[src/rtl/dnn_pkg.sv]
// rtl/dnn_pkg.sv - shared state codes and arithmetic helpers for the DNN layer sequencer
package dnn_pkg;

    localparam logic [1:0] IDLE  = 2'd0;
    localparam logic [1:0] ACCUM = 2'd1;
    localparam logic [1:0] HOLD  = 2'd2;

    function automatic int acc_width(input int in_w, input int w_w, input int n_in);
        return in_w + w_w + $clog2(n_in);
    endfunction

    function automatic logic signed [63:0] relu(input logic signed [63:0] v, input logic en);
        return (en && v < 0) ? 64'sd0 : v;
    endfunction

    // Clamp to the signed range of 'width' bits; a no-op when the value already fits.
    function automatic logic signed [63:0] sat(input logic signed [63:0] v, input int width);
        logic signed [63:0] hi;
        logic signed [63:0] lo;
        hi = (64'sd1 <<< (width - 1)) - 64'sd1;
        lo = -hi - 64'sd1;
        if (v > hi) return hi;
        if (v < lo) return lo;
        return v;
    endfunction

endpackage

[src/rtl/dnn_layer_seq_if.sv]
// rtl/dnn_layer_seq_if.sv - input/output stream and weight-write bus of one DNN layer
interface dnn_layer_seq_if #(
    parameter int N_IN  = 4,
    parameter int N_OUT = 4,
    parameter int IN_W  = 5,
    parameter int W_W   = 5,
    parameter int OUT_W = 12
);
    localparam int AW = $clog2(N_IN * N_OUT);

    logic                      in_valid;
    logic                      in_ready;
    logic [N_IN*IN_W-1:0]      in_data;
    logic                      relu_en;
    logic                      w_we;
    logic [AW-1:0]             w_addr;
    logic signed [W_W-1:0]     w_data;
    logic                      w_busy;
    logic                      out_valid;
    logic                      out_ready;
    logic [N_OUT*OUT_W-1:0]    out_data;

    modport master (
        output in_valid, in_data, relu_en, w_we, w_addr, w_data, out_ready,
        input  in_ready, w_busy, out_valid, out_data
    );

    modport slave (
        input  in_valid, in_data, relu_en, w_we, w_addr, w_data, out_ready,
        output in_ready, w_busy, out_valid, out_data
    );
endinterface

[src/rtl/dnn_mac_lane.sv]
// rtl/dnn_mac_lane.sv - one neuron: signed multiply-accumulate with ReLU and saturating output register
module dnn_mac_lane
    import dnn_pkg::*;
#(
    parameter int IN_W  = 5,
    parameter int W_W   = 5,
    parameter int ACC_W = 12,
    parameter int OUT_W = 12
) (
    input  logic                    clk,
    input  logic                    rst_n,
    input  logic                    clr,
    input  logic                    en,
    input  logic                    ld,
    input  logic                    relu_en,
    input  logic signed [IN_W-1:0]  x,
    input  logic signed [W_W-1:0]   w,
    output logic signed [OUT_W-1:0] y
);
    localparam int PW = IN_W + W_W;

    logic signed [PW-1:0]    prod;
    logic signed [ACC_W-1:0] acc;
    logic signed [ACC_W-1:0] sum;
    logic signed [63:0]      wide;

    assign prod = x * w;
    assign sum  = acc + {{(ACC_W - PW){prod[PW-1]}}, prod};
    assign wide = {{(64 - ACC_W){sum[ACC_W-1]}}, sum};

    // The output register takes the final sum directly, so the last product never waits in acc.
    always_ff @(posedge clk or negedge rst_n) begin
        if (!rst_n) begin
            acc <= '0;
            y   <= '0;
        end else begin
            if (clr) begin
                acc <= '0;
            end else if (en) begin
                acc <= sum;
            end
            if (ld) begin
                y <= OUT_W'(sat(relu(wide, relu_en), OUT_W));
            end
        end
    end

endmodule

[src/rtl/dnn_layer_seq.sv]
// rtl/dnn_layer_seq.sv - time-multiplexed fully-connected layer with writable weights and stream handshakes
module dnn_layer_seq
    import dnn_pkg::*;
#(
    parameter int N_IN  = 4,
    parameter int N_OUT = 4,
    parameter int IN_W  = 5,
    parameter int W_W   = 5,
    parameter int OUT_W = 12
) (
    input  logic           clk,
    input  logic           rst_n,
    dnn_layer_seq_if.slave bus
);
    localparam int ACC_W = acc_width(IN_W, W_W, N_IN);
    localparam int NW    = N_IN * N_OUT;
    localparam int AW    = $clog2(NW);
    localparam int IDXW  = $clog2(N_IN);

    logic [1:0]              state;
    logic [IDXW-1:0]         idx;
    logic [N_IN*IN_W-1:0]    x_lat;
    logic                    relu_lat;
    logic                    out_valid_q;
    logic                    accept;
    logic                    last;
    logic signed [W_W-1:0]   w_mem [NW];
    logic signed [IN_W-1:0]  x_cur;
    logic signed [W_W-1:0]   w_cur [N_OUT];
    logic signed [OUT_W-1:0] lane_y [N_OUT];
    logic [N_OUT*OUT_W-1:0]  out_flat;

    // HOLD passes out_ready straight through so a consumer pop and a new vector share one edge.
    assign bus.in_ready  = (state == IDLE) || (state == HOLD && bus.out_ready);
    assign bus.w_busy    = (state == ACCUM);
    assign bus.out_valid = out_valid_q;
    assign bus.out_data  = out_flat;
    assign accept        = bus.in_valid && bus.in_ready;
    assign last          = (state == ACCUM) && (idx == IDXW'(N_IN - 1));

    always_ff @(posedge clk or negedge rst_n) begin
        if (!rst_n) begin
            state       <= IDLE;
            idx         <= '0;
            x_lat       <= '0;
            relu_lat    <= 1'b0;
            out_valid_q <= 1'b0;
        end else if (accept) begin
            x_lat       <= bus.in_data;
            relu_lat    <= bus.relu_en;
            idx         <= '0;
            out_valid_q <= 1'b0;
            state       <= ACCUM;
        end else begin
            case (state)
                ACCUM: begin
                    if (last) begin
                        state       <= HOLD;
                        out_valid_q <= 1'b1;
                    end else begin
                        idx <= idx + 1'b1;
                    end
                end
                HOLD: begin
                    if (bus.out_ready) begin
                        out_valid_q <= 1'b0;
                        state       <= IDLE;
                    end
                end
                default: ;
            endcase
        end
    end

    // Out-of-range addresses match no entry and fall through untouched.
    always_ff @(posedge clk or negedge rst_n) begin
        if (!rst_n) begin
            for (int k = 0; k < NW; k++) w_mem[k] <= '0;
        end else if (bus.w_we && state != ACCUM) begin
            for (int k = 0; k < NW; k++) begin
                if (bus.w_addr == AW'(k)) w_mem[k] <= bus.w_data;
            end
        end
    end

    always_comb begin
        x_cur = '0;
        for (int i = 0; i < N_IN; i++) begin
            if (idx == IDXW'(i)) x_cur = x_lat[i*IN_W +: IN_W];
        end
        for (int j = 0; j < N_OUT; j++) begin
            w_cur[j] = '0;
            for (int i = 0; i < N_IN; i++) begin
                if (idx == IDXW'(i)) w_cur[j] = w_mem[i*N_OUT + j];
            end
        end
    end

    always_comb begin
        out_flat = '0;
        for (int j = 0; j < N_OUT; j++) out_flat[j*OUT_W +: OUT_W] = lane_y[j];
    end

    for (genvar j = 0; j < N_OUT; j++) begin : g_lane
        dnn_mac_lane #(
            .IN_W (IN_W),
            .W_W  (W_W),
            .ACC_W(ACC_W),
            .OUT_W(OUT_W)
        ) u_lane (
            .clk    (clk),
            .rst_n  (rst_n),
            .clr    (accept),
            .en     (state == ACCUM),
            .ld     (last),
            .relu_en(relu_lat),
            .x      (x_cur),
            .w      (w_cur[j]),
            .y      (lane_y[j])
        );
    end

endmodule
[src/flat_wrapper.sv]
// flat-port wrapper written by rule: the top's interface ports become plain ports
module dnn_layer_seq_flat import dnn_pkg::*;
#(
    parameter int N_IN  = 4,
    parameter int N_OUT = 4,
    parameter int IN_W  = 5,
    parameter int W_W   = 5,
    parameter int OUT_W = 12
)
  (clk, rst_n, bus_in_valid, bus_in_data, bus_relu_en, bus_w_we, bus_w_addr, bus_w_data, bus_out_ready, bus_in_ready, bus_w_busy, bus_out_valid, bus_out_data);
  dnn_layer_seq_if #(.N_IN(N_IN), .N_OUT(N_OUT), .IN_W(IN_W), .W_W(W_W), .OUT_W(OUT_W)) bus_i ();
  input  logic clk;
  input  logic rst_n;
  input wire logic [$bits(bus_i.in_valid)-1:0] bus_in_valid;
  input wire logic [$bits(bus_i.in_data)-1:0] bus_in_data;
  input wire logic [$bits(bus_i.relu_en)-1:0] bus_relu_en;
  input wire logic [$bits(bus_i.w_we)-1:0] bus_w_we;
  input wire logic [$bits(bus_i.w_addr)-1:0] bus_w_addr;
  input wire logic [$bits(bus_i.w_data)-1:0] bus_w_data;
  input wire logic [$bits(bus_i.out_ready)-1:0] bus_out_ready;
  output wire logic [$bits(bus_i.in_ready)-1:0] bus_in_ready;
  output wire logic [$bits(bus_i.w_busy)-1:0] bus_w_busy;
  output wire logic [$bits(bus_i.out_valid)-1:0] bus_out_valid;
  output wire logic [$bits(bus_i.out_data)-1:0] bus_out_data;
  assign bus_i.in_valid = bus_in_valid;
  assign bus_i.in_data = bus_in_data;
  assign bus_i.relu_en = bus_relu_en;
  assign bus_i.w_we = bus_w_we;
  assign bus_i.w_addr = bus_w_addr;
  assign bus_i.w_data = bus_w_data;
  assign bus_i.out_ready = bus_out_ready;
  assign bus_in_ready = bus_i.in_ready;
  assign bus_w_busy = bus_i.w_busy;
  assign bus_out_valid = bus_i.out_valid;
  assign bus_out_data = bus_i.out_data;
  dnn_layer_seq #(.N_IN(N_IN), .N_OUT(N_OUT), .IN_W(IN_W), .W_W(W_W), .OUT_W(OUT_W)) u_core (.clk(clk), .rst_n(rst_n), .bus(bus_i));
endmodule
[config.mk]
export PLATFORM = sky130hd
export DESIGN_NAME = dnn_layer_seq_flat
export DESIGN_NICKNAME = d
export VERILOG_FILES = /design/src/rtl/dnn_pkg.sv /design/src/rtl/dnn_layer_seq_if.sv /design/src/rtl/dnn_mac_lane.sv /design/src/rtl/dnn_layer_seq.sv /design/src/flat_wrapper.sv
export SDC_FILE = /design/constraint.sdc
export NUM_CORES = 1
export LEC_CHECK = 0
export CAP_MARGIN = 30
export CORE_MARGIN = 2
export CORE_UTILIZATION = 62
export CTS_BUF_LIST = sky130_fd_sc_hd__clkbuf_8
export DETAILED_ROUTE_END_ITERATION = 12
export DONT_BUFFER_PORTS = 1
export PLACE_DENSITY_LB_ADDON = 0.3
export SETUP_SLACK_MARGIN = 0.1
export SKIP_CTS_REPAIR_TIMING = 1
export SLEW_MARGIN = 5
export SYNTH_ARGS = -nofsm -noshare
export SYNTH_HDL_FRONTEND = slang
export SYNTH_SLANG_ARGS = --single-unit
[constraint.sdc]
create_clock -name clk -period 6.88 [get_ports clk]
set_clock_uncertainty 0.05 [all_clocks]
set_input_delay 0.344 -clock clk [delete_from_list [all_inputs] [get_ports clk]]
set_output_delay 0.344 -clock clk [all_outputs]
set_load 0.05 [all_outputs]
---- Yosys cells after proc, flatten, opt, wreduce, memory -nomap -nowiden ----
Cells that the tools add are included.
operators by class
  order comparisons ....................... 12
  reduce and logical (&&, ||, !) cells .... 32
  $mul .................................... 4
  $add $sub $neg .......................... 5
  equality and inequality tests ........... 24
  muxes and demuxes ....................... 79
operators with widths
  kind                    number
  $mux W12                24
  $gt A64 B12 Y1 const B  4
  $lt A64 B12 Y1 const B  4
  $mux W64                4
  $mux W5                 20
  $add A12 B12 Y12        4
  $lt A12 B1 Y1 const B   4
  $mul A5 B5 Y10          4
  $reduce_and A2 Y1       17
  $eq A4 B4 Y1 const B    8
  $mux W1                 23
  $eq A4 B3 Y1 const B    4
  $mux W2                 6
  $eq A4 B2 Y1 const B    2
  $logic_and A1 B1 Y1     8
  $eq A2 B2 Y1 const B    3
  $eq A2 B1 Y1 const B    2
  $eq A4 B1 Y1 const B    1
  $logic_not A2 Y1        2
  $logic_not A4 Y1        1
  $ne A2 B1 Y1 const B    2
  $pmux W2 S2             1
  $ne A3 B1 Y1 const B    1
  $ne A3 B2 Y1 const B    1
  6 further kinds         6
storage, ports and cells
  bits in registers ....................... 202

---- Logic depth before layout (Yosys ltp) ----
  depth after elaboration ................. 17
  depth in mapped cells ................... 29
  gate-level depth less buffers ........... 26

---- Modules after synthesis ----
From an unflattened synthesis, not the netlist that was laid out.
unflattened totals
  cells, all modules ...................... 1401
  area, all modules ....................... 14791.7 µm²
modules (own cells, without submodules)
  module                                  times used  cells an instance  sequential area each (µm²)  area each (µm²)
  dnn_layer_seq                           1           387                2627.5                      5036.1
  dnn_mac_lane (u_core.g_lane[1].u_lane)  1           254                600.6                       2442.3
  dnn_mac_lane (u_core.g_lane[3].u_lane)  1           253                600.6                       2438.6
  dnn_mac_lane (u_core.g_lane[0].u_lane)  1           253                600.6                       2437.3
  dnn_mac_lane (u_core.g_lane[2].u_lane)  1           254                600.6                       2437.3

---- Worst setup path before layout ----
No wires, ideal clock.
  path kind ............................... reg-to-reg
  start ................................... register u_core.idx[0]
  end ..................................... register u_core.g_lane[2].u_lane.y[1]
  stages on the path, launching flop included .. 27
  buffers on the path ..................... 5
  setup time .............................. 0.149 ns
  arrival time ............................ 6.081 ns
  period minus slack after synthesis ...... 6.280 ns
  slack ................................... 0.600 ns
  cell sequence ........................... dfrtp_1 ha_1 clkbuf_1 clkbuf_1 a221oi_1 nor3_1 a21oi_1 clkbuf_1 nor2_1 inv_1 fa_1 fa_1 fa_1 inv_1 fa_1 a211oi_1 o21bai_1 a21oi_1 xnor2_1 ha_1 clkbuf_1 nand2_1 o21ai_0 a41oi_2 xnor2_1 buf_4 a221oi_1
between the ends
  word-level cells in the longest chain between the ends .. 16
  elaborated cells between the ends (all ways) .. 28
  classes of those cells .................. 1 x add/sub; 1 x mul; 3 x order compare; 3 x eq/ne; 17 x mux; 3 x reduce/logical
RTL lines
  item                                            RTL line                                  source
  from (decl)                                     dnn_layer_seq.sv:21                       logic [IDXW-1:0] idx;
  from (signal assigned)                          dnn_layer_seq.sv:61                       idx <= idx + 1'b1;
  $logic_not A2 Y1                                dnn_layer_seq.sv:89, dnn_layer_seq.sv:94
  $mux W5, on equally long branches (4 in a row)  dnn_layer_seq.sv:89, dnn_layer_seq.sv:94
  $mul A5 B5 Y10                                  dnn_mac_lane.sv:27                        assign prod = x * w;
  $add A12 B12 Y12                                dnn_mac_lane.sv:28                        assign sum = acc + {{(ACC_W - PW){prod[PW-1]}}, prod};
  $lt A12 B1 Y1                                   dnn_pkg.sv:13                             return (en && v < 0) ? 64'sd0 : v;
  $logic_and A1 B1 Y1                             dnn_pkg.sv:13
  $mux W64                                        dnn_pkg.sv:13
  $lt A64 B12 Y1                                  dnn_pkg.sv:23                             if (v < lo) return lo;
  $mux W1 (2 in a row)                            dnn_pkg.sv:23
  $mux W1                                         dnn_mac_lane.sv:42                        if (ld) begin
  $mux W12                                        dnn_pkg.sv:24                             return v;
  $mux W12                                        dnn_pkg.sv:23
  to (signal assigned)                            dnn_mac_lane.sv:43                        y <= OUT_W'(sat(relu(wide, relu_en), OUT_W));
  to (decl)                                       dnn_mac_lane.sv:18                        output logic signed [OUT_W-1:0] y
Several ways; a longest one is shown, not always the timed one. The select of a mux whose other input is x is not followed.
A chain may end at the register's enable or synchronous reset.

---- Worst setup path in the final report ----
  start ................................... register u_core.idx[0]
  end ..................................... register u_core.g_lane[0].u_lane.y[10]
between the ends
  word-level cells in the longest chain between the ends .. 16
  elaborated cells between the ends (all ways) .. 28
  classes of those cells .................. 1 x add/sub; 1 x mul; 3 x order compare; 3 x eq/ne; 17 x mux; 3 x reduce/logical
RTL lines
  item                                            RTL line
  $logic_not A2 Y1                                dnn_layer_seq.sv:89, dnn_layer_seq.sv:94
  $mux W5, on equally long branches (4 in a row)  dnn_layer_seq.sv:89, dnn_layer_seq.sv:94
  $mul A5 B5 Y10                                  dnn_mac_lane.sv:27
  $add A12 B12 Y12                                dnn_mac_lane.sv:28
  $lt A12 B1 Y1                                   dnn_pkg.sv:13
  $logic_and A1 B1 Y1                             dnn_pkg.sv:13
  $mux W64                                        dnn_pkg.sv:13
  $lt A64 B12 Y1                                  dnn_pkg.sv:23
  $mux W1 (2 in a row)                            dnn_pkg.sv:23
  $mux W1                                         dnn_mac_lane.sv:42
  $mux W12                                        dnn_pkg.sv:24
  $mux W12                                        dnn_pkg.sv:23
  to (signal assigned)                            dnn_mac_lane.sv:43
  to (decl)                                       dnn_mac_lane.sv:18
Several ways; a longest one is shown, not always the timed one. The select of a mux whose other input is x is not followed.

==> flow_metrics.env <==
export IMPL_ys_seq_area_share_pct=34.8
export IMPL_rrSetupSlack_ps=350
export IMPL_cts_tree="done"
export IMPL_maxCapViolCount=0
export IMPL_synth_edf_count=0
export IMPL_ant_nets=0
export IMPL_crit_fanout=19
export IMPL_drtPass1Iterations=5
export IMPL_fp_coreArea_mm2=0.0228
export IMPL_die_w_um=157
export IMPL_mostFrequentLayoutCell="dfrtp_1"
export IMPL_hold_violations=0
export IMPL_first_global_vias=10700
export IMPL_hold_path_class="primary input to flop"
export IMPL_slew_limit_headroom_pct=34.3
export IMPL_cts_sinks=201
export IMPL_finalSetupViolCount=0
export IMPL_final_cell_mix="dfrtp_1 (200), nor2_1 (143), inv_1 (139)"
export IMPL_synth_distinct_cells=54
export IMPL_wire_per_inst_um=18.0
export IMPL_io_pin_count=86
export IMPL_port_buffers=0
export IMPL_die_area_mm2=0.0246
export IMPL_rsz0062_at_grt="true"
export IMPL_outcome="completed"
export IMPL_synth_nets=1666
export IMPL_avgViaCountPerCell=5.88
export IMPL_grt_ovfl_total=0
export IMPL_cp_data_arrival_time_ps=6940
export IMPL_gp_congestion=0.900
export IMPL_clk_pin_slew_ps=60
export IMPL_slew_viol_final=0
export IMPL_numCtsBuffers=35
export IMPL_fillers=1660
export IMPL_drive_gt1_share_pct=18.8
export IMPL_syn_to_final_growth_pct=12.8
export IMPL_holdPathStages=2
export IMPL_tightest_slew_ps=986
export IMPL_async_flop_share_pct=100
export IMPL_yosysWarnings=0
export IMPL_start_util_pct=63.5
export IMPL_synth_cells=1447
export IMPL_reg2reg_depth=24
export IMPL_required_ps=7290
export IMPL_r2r_end="u_core.g_lane[0].u_lane.y[10]"
export IMPL_critPathKind="flop to flop"
export IMPL_grt_max_degree=202
export IMPL_whs_ps=122
export IMPL_layout_min_cycle_time_ps=6530
export IMPL_drt_total_wl_mm=33.2
export IMPL_rows=55
export IMPL_hpwlAfterDp_mm=23.4
export IMPL_fin_crit_sh_pct=94.9
export IMPL_synth_ff_type="dfrtp_1"
export IMPL_worstHoldStart="bus_w_addr[2]"
export IMPL_num_vias=10800
export IMPL_worstSetupEndpointType="flop"
export IMPL_drc=0
export IMPL_min_to="u_core.w_mem[65]"
export IMPL_rr_startpoint="u_core.idx[0]"
export IMPL_synth_area_per_cell_um2=10.0
export IMPL_ys_ff_latch=201
export IMPL_antenna_found_initial=1
export IMPL_max_clock_path_buffers=3
export IMPL_grt_pass1_wl_mm=54.0
export IMPL_clkLatencyLatePin_ps=540
export IMPL_fmax_mhz=153
export IMPL_grt_usage_pct=27.2
export IMPL_start_kind="flop"
export IMPL_cts_root_buf="clkbuf_8"
export IMPL_nets=1721
export IMPL_mappedNetlistArea_mm2=0.0145
export IMPL_ctsHtreeMaxLevel=2
export IMPL_die_y_um=157
export IMPL_drt_iter0_markers=706
[metrics by stage]
stage               TNS, ps  utilization [%]  area, um2  cells  setup WS [ps]
CTS                   -15.0             69.2      15800   1801          -15.0
global route          -36.6             71.6      16300   1842          -24.5
floorplan                 0                -      14500   1447            600
detailed placement        0             65.7      15000   1738           36.6
finish                    0             71.6      16300   1842            350
global placement          0             65.5      14900   1733            129
[Yosys cell counts (3+ instances only)]
library cell  number  area share, %
dfrtp_1          201             35
nor2_1           144            3.7
inv_1            130            3.4
a21oi_1          116            4.0
ha_1             112            9.7
mux2_2           100            7.8
nand2_1           85            2.2
fa_1              72             10
clkbuf_1          52            1.3
o21ai_0           47            1.6
xnor2_1           41            2.5
nor2b_1           36            1.6
a221oi_1          30            1.8
mux2i_1           25            1.7
o22ai_1           25            1.1
xor2_1            23            1.4
nor3_1            21           0.73
o21a_1            16           0.83
nand2b_1          14           0.61
or2_2             14           0.61
buf_1             12           0.31
nand3b_1          12           0.62
a21o_1            11           0.57
a221oi_2          11            1.1
a22o_1            11           0.67
o21bai_1          11           0.57
and2_1             9           0.39
a211oi_1           8           0.41
o211a_1            5           0.35
a31o_2             4           0.24
nand3_1            4           0.14
o2111ai_1          4           0.24
o31a_1             4           0.24
xnor3_1            4           0.62
a311oi_1           3           0.18
o211ai_1           3           0.16
o311ai_0           3           0.18
[state kept, by name (all words and copies together), names as in the netlist]
signal and count:
u_core.w_mem 80, u_core.g_lane.u_lane.acc 48, u_core.g_lane.u_lane.y 48, u_core.x_lat 20
u_core.idx 2, u_core.bus.out_valid 1, u_core.relu_lat 1, u_core.state 1
[critical path, cell delays in order, from the launching register on]
cell and delay [ps]:
dfrtp_2 430, ha_1 250, buf_4 170, buf_4 190, nand3b_1 160, a21oi_1 170
a21oi_1 90, nor2_1 150, a21oi_2 90, or2_2 300, fa_1 480, fa_1 520
fa_1 540, inv_1 70, fa_1 500, a211oi_2 250, buf_4 150, o21a_1 140
ha_1 300, a21oi_1 200, o21ai_0 210, o211a_1 190, o311ai_0 540, mux2i_1 160
a21oi_1 140
[cell families (layout without fill, tap and decap cells)]
kind of cell	count (synthesis)	in the layout	synth area share (%)
buffers and inverters	199	280	5.30
and+or+nand+nor	348	348	11.0
xor gates and xnor gates	70	70	4.72
other	0	1	0
adders and majority gates	184	184	19.6
AOI/OAI and AO/OA	320	320	15.1
DFF	201	201	34.8
muxes	125	125	9.51
[routing by layer]
layer	up-vias	share of wire, %	track usage, %
met2	319	46	43.7
met4	0	2.0	7.03
met3	56	6.3	4.74
li1	5123	-	-
met1	5332	45	38.5
met5	-	0	0
[worst max path at each step]
stage | startpoint | cells after the start | slack [ps] | endpoint
2_1_floorplan | u_core.idx[0] | 26 | 600 | u_core.g_lane[2].u_lane.y[1]
3_3_place_gp | u_core.idx[0] | 26 | 130 | u_core.g_lane[0].u_lane.y[8]
3_5_place_dp | u_core.idx[0] | 26 | 40 | u_core.g_lane[0].u_lane.y[5]
4_1_cts | u_core.idx[0] | 26 | -20 | u_core.g_lane[0].u_lane.y[5]
5_1_grt | u_core.idx[1] | 28 | -20 | u_core.g_lane[0].u_lane.y[8]
6_report | u_core.idx[0] | 24 | 350 | u_core.g_lane[0].u_lane.y[10]
[cell type report]
class | instances | area (um2) | share of cell area, %
multi-input cells | 1047 | 8860 | 54.3
flip-flops and latches | 201 | 5030 | 30.8
repair buffers | 86 | 748 | 4.58
clock buffers | 44 | 606 | 3.71
inverters | 131 | 492 | 3.01
well taps | 313 | 392 | 2.40
clock inverters | 19 | 190 | 1.17
diodes | 1 | 2.50 | 0.0153
Power is not shown: default switching activity piles up to over one toggle a cycle in this logic, so the estimate is an artifact.
